**config.mk**
```make
export PLATFORM = sky130hd
export DESIGN_NAME = reward_effect_timer
export DESIGN_NICKNAME = d
export VERILOG_FILES = /design/src/rtl/reward_pkg.sv /design/src/rtl/reward_effect_counter.sv /design/src/rtl/reward_effect_timer.sv
export SDC_FILE = /design/constraint.sdc
export NUM_CORES = 1
export LEC_CHECK = 0
export BUFFER_PORTS_ARGS = -buffer_cell sky130_fd_sc_hd__buf_2
export CAP_MARGIN = 20
export CORE_MARGIN = 2
export CORE_UTILIZATION = 54
export DETAILED_ROUTE_END_ITERATION = 10
export PLACE_DENSITY = 0.79
export SLEW_MARGIN = 25
export SYNTH_ARGS = -nofsm -noshare
export SYNTH_HDL_FRONTEND = slang
export SYNTH_SLANG_ARGS = --single-unit
```
**constraint.sdc**
```tcl
create_clock -name clk -period 2.4 [get_ports clk]
set_input_delay 0 -clock clk [delete_from_list [all_inputs] [get_ports clk]]
set_output_delay 0 -clock clk [all_outputs]
set_load 0.02 [all_outputs]
```
**src/rtl/reward_pkg.sv**
```systemverilog
// Shared type codes and default effect durations for the reward effect timer.
package reward_pkg;

    // Pickup type codes as produced by reward_logic
    localparam logic [2:0] RW_INVINCIBLE = 3'd0;
    localparam logic [2:0] RW_ADDTIME    = 3'd1;
    localparam logic [2:0] RW_FASTER     = 3'd2;
    localparam logic [2:0] RW_FROZEN     = 3'd3;
    localparam logic [2:0] RW_LASER      = 3'd4;

    // Default durations in 4 Hz ticks
    localparam int unsigned DEF_DUR_INVINCIBLE = 40;
    localparam int unsigned DEF_DUR_FASTER     = 40;
    localparam int unsigned DEF_DUR_FROZEN     = 20;
    localparam int unsigned DEF_DUR_LASER      = 12;

    localparam int unsigned DEF_CNT_W = 8;

    // True for pickup types that load a timed effect
    function automatic logic is_timed(input logic [2:0] t);
        return (t == RW_INVINCIBLE) || (t == RW_FASTER) ||
               (t == RW_FROZEN)     || (t == RW_LASER);
    endfunction

    // True for reserved pickup type codes
    function automatic logic is_reserved(input logic [2:0] t);
        return t > RW_LASER;
    endfunction

endpackage

```
**src/rtl/reward_effect_counter.sv**
```systemverilog
// One timed effect: loadable down-counter in 4 Hz ticks with a registered
// active level. Priority is clear > load > decrement; never wraps below 0.
module reward_effect_counter #(
    parameter int unsigned DUR   = 40,
    parameter int unsigned CNT_W = 8
) (
    input  logic             clk,
    input  logic             rst,
    input  logic             clear,
    input  logic             load,
    input  logic             tick,
    input  logic             enable,
    output logic [CNT_W-1:0] cnt,
    output logic             active
);

    logic [CNT_W-1:0] cnt_next;

    // Next count: clear beats load beats tick decrement
    always_comb begin
        cnt_next = cnt;
        if (clear) begin
            cnt_next = '0;
        end else if (enable && load) begin
            cnt_next = CNT_W'(DUR);
        end else if (enable && tick && (cnt != '0)) begin
            cnt_next = cnt - 1'b1;
        end
    end

    // Count register; active is registered from the next count so it always equals (cnt != 0)
    always_ff @(posedge clk or posedge rst) begin
        if (rst) begin
            cnt    <= '0;
            active <= 1'b0;
        end else begin
            cnt    <= cnt_next;
            active <= (cnt_next != '0);
        end
    end

endmodule

```
**src/rtl/reward_effect_timer.sv**
```systemverilog
// Turns reward pickup strobes into timed effect levels, an add-time pulse,
// an error pulse for reserved types, and remaining-time status for display.
module reward_effect_timer
    import reward_pkg::*;
#(
    parameter int unsigned DUR_INVINCIBLE = DEF_DUR_INVINCIBLE,
    parameter int unsigned DUR_FASTER     = DEF_DUR_FASTER,
    parameter int unsigned DUR_FROZEN     = DEF_DUR_FROZEN,
    parameter int unsigned DUR_LASER      = DEF_DUR_LASER,
    parameter int unsigned CNT_W          = DEF_CNT_W
) (
    input  logic             clk,
    input  logic             rst,
    input  logic             clk_4Hz,
    input  logic             enable,
    input  logic             clear,
    input  logic             pickup_valid,
    input  logic [2:0]       pickup_type,
    output logic             reward_invincible,
    output logic             reward_faster,
    output logic             reward_frozen,
    output logic             reward_laser,
    output logic             reward_addtime,
    output logic             pickup_error,
    output logic [CNT_W-1:0] last_remaining,
    output logic [2:0]       last_type
);

    logic sync_1, sync_q, edge_q, tick;
    logic load_inv, load_fast, load_frz, load_las;
    logic [CNT_W-1:0] cnt_inv, cnt_fast, cnt_frz, cnt_las;

    // Two-flop synchroniser for clk_4Hz followed by an edge register
    always_ff @(posedge clk or posedge rst) begin
        if (rst) begin
            sync_1 <= 1'b0;
            sync_q <= 1'b0;
            edge_q <= 1'b0;
        end else begin
            sync_1 <= clk_4Hz;
            sync_q <= sync_1;
            edge_q <= sync_q;
        end
    end

    // Rising-edge detect of the synchronised slow clock and pickup type decode
    always_comb begin
        tick      = sync_q & ~edge_q;
        load_inv  = pickup_valid && (pickup_type == RW_INVINCIBLE);
        load_fast = pickup_valid && (pickup_type == RW_FASTER);
        load_frz  = pickup_valid && (pickup_type == RW_FROZEN);
        load_las  = pickup_valid && (pickup_type == RW_LASER);
    end

    reward_effect_counter #(.DUR(DUR_INVINCIBLE), .CNT_W(CNT_W)) u_cnt_invincible (
        .clk(clk), .rst(rst), .clear(clear), .load(load_inv), .tick(tick),
        .enable(enable), .cnt(cnt_inv), .active(reward_invincible)
    );

    reward_effect_counter #(.DUR(DUR_FASTER), .CNT_W(CNT_W)) u_cnt_faster (
        .clk(clk), .rst(rst), .clear(clear), .load(load_fast), .tick(tick),
        .enable(enable), .cnt(cnt_fast), .active(reward_faster)
    );

    reward_effect_counter #(.DUR(DUR_FROZEN), .CNT_W(CNT_W)) u_cnt_frozen (
        .clk(clk), .rst(rst), .clear(clear), .load(load_frz), .tick(tick),
        .enable(enable), .cnt(cnt_frz), .active(reward_frozen)
    );

    reward_effect_counter #(.DUR(DUR_LASER), .CNT_W(CNT_W)) u_cnt_laser (
        .clk(clk), .rst(rst), .clear(clear), .load(load_las), .tick(tick),
        .enable(enable), .cnt(cnt_las), .active(reward_laser)
    );

    // One-cycle add-time/error pulses and tracking of the last loaded timed effect
    always_ff @(posedge clk or posedge rst) begin
        if (rst) begin
            reward_addtime <= 1'b0;
            pickup_error   <= 1'b0;
            last_type      <= RW_INVINCIBLE;
        end else begin
            reward_addtime <= enable && pickup_valid && (pickup_type == RW_ADDTIME) && !clear;
            pickup_error   <= enable && pickup_valid && is_reserved(pickup_type);
            if (clear) begin
                last_type <= RW_INVINCIBLE;
            end else if (enable && pickup_valid && is_timed(pickup_type)) begin
                last_type <= pickup_type;
            end
        end
    end

    // Remaining-time status follows whichever counter last_type selects
    always_comb begin
        last_remaining = '0;
        case (last_type)
            RW_INVINCIBLE: last_remaining = cnt_inv;
            RW_FASTER:     last_remaining = cnt_fast;
            RW_FROZEN:     last_remaining = cnt_frz;
            RW_LASER:      last_remaining = cnt_las;
            default:       last_remaining = '0;
        endcase
    end

endmodule

```
==> results.py <==
metrics = {
    "sta": {
        "report.final.hold_viol_count": 0,
        "setup_viol_count_final": 0,
        "fmax_mhz": 439.6,
        "layout_worst_path_cycle_share_pct": 94.78,
        "pins_over_their_slew_limit": 0,
        "post_layout_minimum_cycle_time_ns": 2.275,
        "finalClockSkew_ns": 0.007032,
        "worst-slew-pin-transition_ns": 0.7456,
        "maxSlewHeadroom_pct": 50.24,
    },
    "power": {
        "total_switching_power_mw": 0.4472,
        "power.combinational.fraction_pct": 17.1,
        "cell_internal_pwr_mw": 1.108,
        "power.total_mw": 1.555,
        "power.share.clock_pct": 31.7,
        "p_leak_nw": 1.464,
        "sw_frac_of_total_pct": 28.76,
        "worst_voltage_drop_across_the_vdd_grid_mv": 0.4227,
        "p_seq_share_pct": 51.2,
        "power_density_nw_per_um2": 480.4,
    },
    "synth": {
        "yosys.cell_types.count": 60,
        "synth_enable_flop_cells": 0,
        "synthFlopType": "sky130_fd_sc_hd__dfrtp_1",
        "post_synth_top_area_share_pct": 38.70,
        "synth_compound_area_share_pct": 17.06,
        "postSynthAreaPerCell_sq_um": 8.728,
        "yosys.area_share.adder_pct": 3.518,
        "synthesis.nets": 343,
        "netlist_instances": 326,
        "yosys-mux-area-fraction_pct": 5.321,
        "synth.cell_area_sq_um": 2845,
        "synth_sequential_area_ratio_pct": 38.70,
        "async_reset_ff_share_pct": 100.0,
        "synthSimpleGateAreaFrac_pct": 26.87,
        "ys_warn_count": 0,
        "largest_family_of_logic_cells_by_synthesized_area": "simple AND/OR/NAND/NOR gates",
        "synth.ff_latch_count": 44,
        "synth_top_cell_by_area": "sky130_fd_sc_hd__dfrtp_1",
        "synthTopCellsByArea": "sky130_fd_sc_hd__dfrtp_1 (39%), sky130_fd_sc_hd__nor2_1 (5.8%), sky130_fd_sc_hd__mux2i_1 (4.9%), sky130_fd_sc_hd__a21oi_1 (3.9%), sky130_fd_sc_hd__ha_1 (3.5%)",
        "post_synth_xor_area_fraction_pct": 3.694,
    },
    "clock_network": {
        "cts_max_level": 2,
        "cts_sinks": 44,
        "clkSlewWorstSetupHoldPaths_ns": 0.08,
        "clock_insertion_delay_worst_skew_ns": 0.30,
        "cts_inserted_buffers": 5,
        "clock_path_buffers": 2,
        "cts_tree": "done",
        "clock-root-buffer": "sky130_fd_sc_hd__clkbuf_8",
        "post-cts-setup-buffers": 0,
    },
    "flow_run": {
        "timing.max_cap.violations": 0,
    },
    "setup_path": {
        "critical_path.startpoint_type": "register",
        "setup.worst_path.end_class": "register",
        "critical_path_peak_fanout": 6,
        "criticalPathCategory": "register to register",
        "worst-endpoint-arrival_ns": 2.45,
        "worst-endpoint-required_ns": 2.57,
    },
    "route": {
        "drt_wl_total_mm": 6.879,
        "antenna_left": 0,
        "vias": 2672,
        "drt_pass1_iterations": 5,
        "first_iter_violations": 199,
        "post_drt_via_cell_ratio": 6.143,
        "route.detailed.drc": 0,
        "routed_wire_length_per_instance_microns": 15.81,
    },
    "global_route": {
        "global_route.usage.total_pct": 24.34,
        "grt_start_max_net_pins": 45,
        "grt_pass1_wl_mm": 11.48,
        "grt_antenna_before_repair": 0,
        "first_global_vias": 2572,
        "grt-ovfl-total": 0,
    },
    "worst_hold_path": {
        "hold_class": "input pin to register",
    },
    "place": {
        "gp_congestion": 0.8914,
        "placement.cell_area_sq_um": 3108,
        "dp.final_hpwl_mm": 4.985,
        "placement.io_buffers": 25,
    },
    "final_layout": {
        "nFillCells": 447,
        "n_antenna_cell": 0,
        "final_area_sq_um": 3237,
        "final_nets": 381,
        "synthToLayoutAreaGrowth_pct": 13.76,
        "final_layout_size_suffix_gt1_share_pct": 16.71,
    },
    "die": {
        "die_area_sq_um": 5865,
        "rows": 26,
        "die_height_microns": 76.59,
        "core-area_sq_um": 5107,
        "floorplan.initialDensity_pct": 55.71,
        "floorplan.io_pins": 26,
        "die-width_microns": 76.59,
    },
    "outcome": {
        "outcome": "complete, no violations",
    },
}
layer usage:
metal	part of all wire [%]	wire length, microns	GRT usage, %	vias up
met1	43	2978	30.11	1285
met5	0	0	0	-
met2	49	3358	41.68	108
li1	-	-	-	1261
met4	2.0	141	10.00	0
met3	5.8	401	4.621	18
timing repair:
action | in CTS | in global routing
endpoints found under the setup margin | 0 | 2
endpoints found under the hold margin | 46 | 0
hold buffers | 3 | 0
gates resized for setup | 0 | 3
kinds of logic after synthesis:
family,after synthesis
mux,15
buf+inv,31
xor+xnor,12
compound gates,79
simple gates,137
fa+ha+maj,8
flops,44
cells in the mapped netlist, drive strengths merged, types with 4 or more instances:
master / n
nor3b: 5
mux2i: 14
nor4b: 4
nor2: 44
nand4b: 6
a31oi: 11
or3: 7
inv: 18
o21ai: 23
clkbuf: 9
xnor2: 8
nand2: 23
nor3: 12
ha: 8
buf: 4
or4: 4
a21oi: 22
nand3b: 4
xor2: 4
dfrtp: 44
sequential cells by signal, indices dropped and copies added, names as in the netlist:
name                     count
pickup_error                 1
u_cnt_faster.cnt             8
u_cnt_laser.cnt              8
u_cnt_faster.active          1
last_type                    3
sync_q                       1
u_cnt_frozen.active          1
u_cnt_laser.active           1
edge_q                       1
reward_addtime               1
u_cnt_invincible.cnt         8
sync_1                       1
u_cnt_invincible.active      1
u_cnt_frozen.cnt             8
power by group through the flow:
stage / clock network (mW) / registers [mW] / logic (mW)
floorplan: 0 / 0.817 / 0.171
CTS: 0.502 / 0.796 / 0.263
finish: 0.492 / 0.796 / 0.266
global route: 0.528 / 0.801 / 0.294
detailed placement: 0 / 0.811 / 0.257
global placement: 0 / 0.810 / 0.253
layout make-up:
class                           count  area, sq um  share of cell area (%)
Clock buffer                        8        90.09                   2.783
Inverter                           18        68.82                   2.126
Multi-Input combinational cell    251         1614                   49.86
Sequential cell                    44         1101                   34.02
Tap cell                           70        87.58                   2.706
Timing Repair Buffer               44        275.3                   8.504
path summary, 6_finish.rpt:
path                                               start                                end  slack [ns]  cells past startpoint
setup reg to reg           u_cnt_faster.cnt[0]$_DFF_PP0_      u_cnt_faster.active$_DFF_PP0_        0.13                      7
setup / recovery           u_cnt_faster.cnt[0]$_DFF_PP0_      u_cnt_faster.active$_DFF_PP0_        0.13                      7
max in group asynchronous                            rst      u_cnt_faster.cnt[0]$_DFF_PP0_        1.60                      3
min in group asynchronous                            rst  u_cnt_invincible.cnt[3]$_DFF_PP0_        0.34                      3
hold / removal                            pickup_type[2]             pickup_error$_DFF_PP0_        0.02                      2
hold reg to reg                         sync_1$_DFF_PP0_                   sync_q$_DFF_PP0_        0.35                      0
cell usage in the layout (no fill, tap or decap), drive strengths merged, types with 11 or more instances in the layout:
master,n
nor2,44
dfrtp,44
buf,41
nand2,23
o21ai,23
a21oi,22
inv,17
mux2i,14
nor3,12
a31oi,11
per-stage QoR:
step / setup WS [ns] / setup TNS, ns / cells / util (%) / hold slack (ns)
after floorplan: 0.06392 / 0 / 326 / - / 0.03143
after global placement: 0.1696 / 0 / 424 / 60.85 / 0.1095
after detailed placement: 0.08451 / 0 / 424 / 60.85 / 0.1097
after CTS: 0.07117 / 0 / 435 / 63.20 / 0.01451
after global routing: -0.01381 / -0.01381 / 435 / 63.38 / 0.02637
final: 0.1252 / 0 / 435 / 63.38 / 0.02053
worst max-delay path, cell delays in order (launching register included):
cell                      delay [ns]
sky130_fd_sc_hd__dfrtp_1        0.45
sky130_fd_sc_hd__inv_1          0.11
sky130_fd_sc_hd__ha_1           0.17
sky130_fd_sc_hd__nor3b_2        0.30
sky130_fd_sc_hd__a31oi_1        0.17
sky130_fd_sc_hd__or3_1          0.32
sky130_fd_sc_hd__a21o_1         0.16
sky130_fd_sc_hd__or4_1          0.46
(Power assumes the default switching activity.)
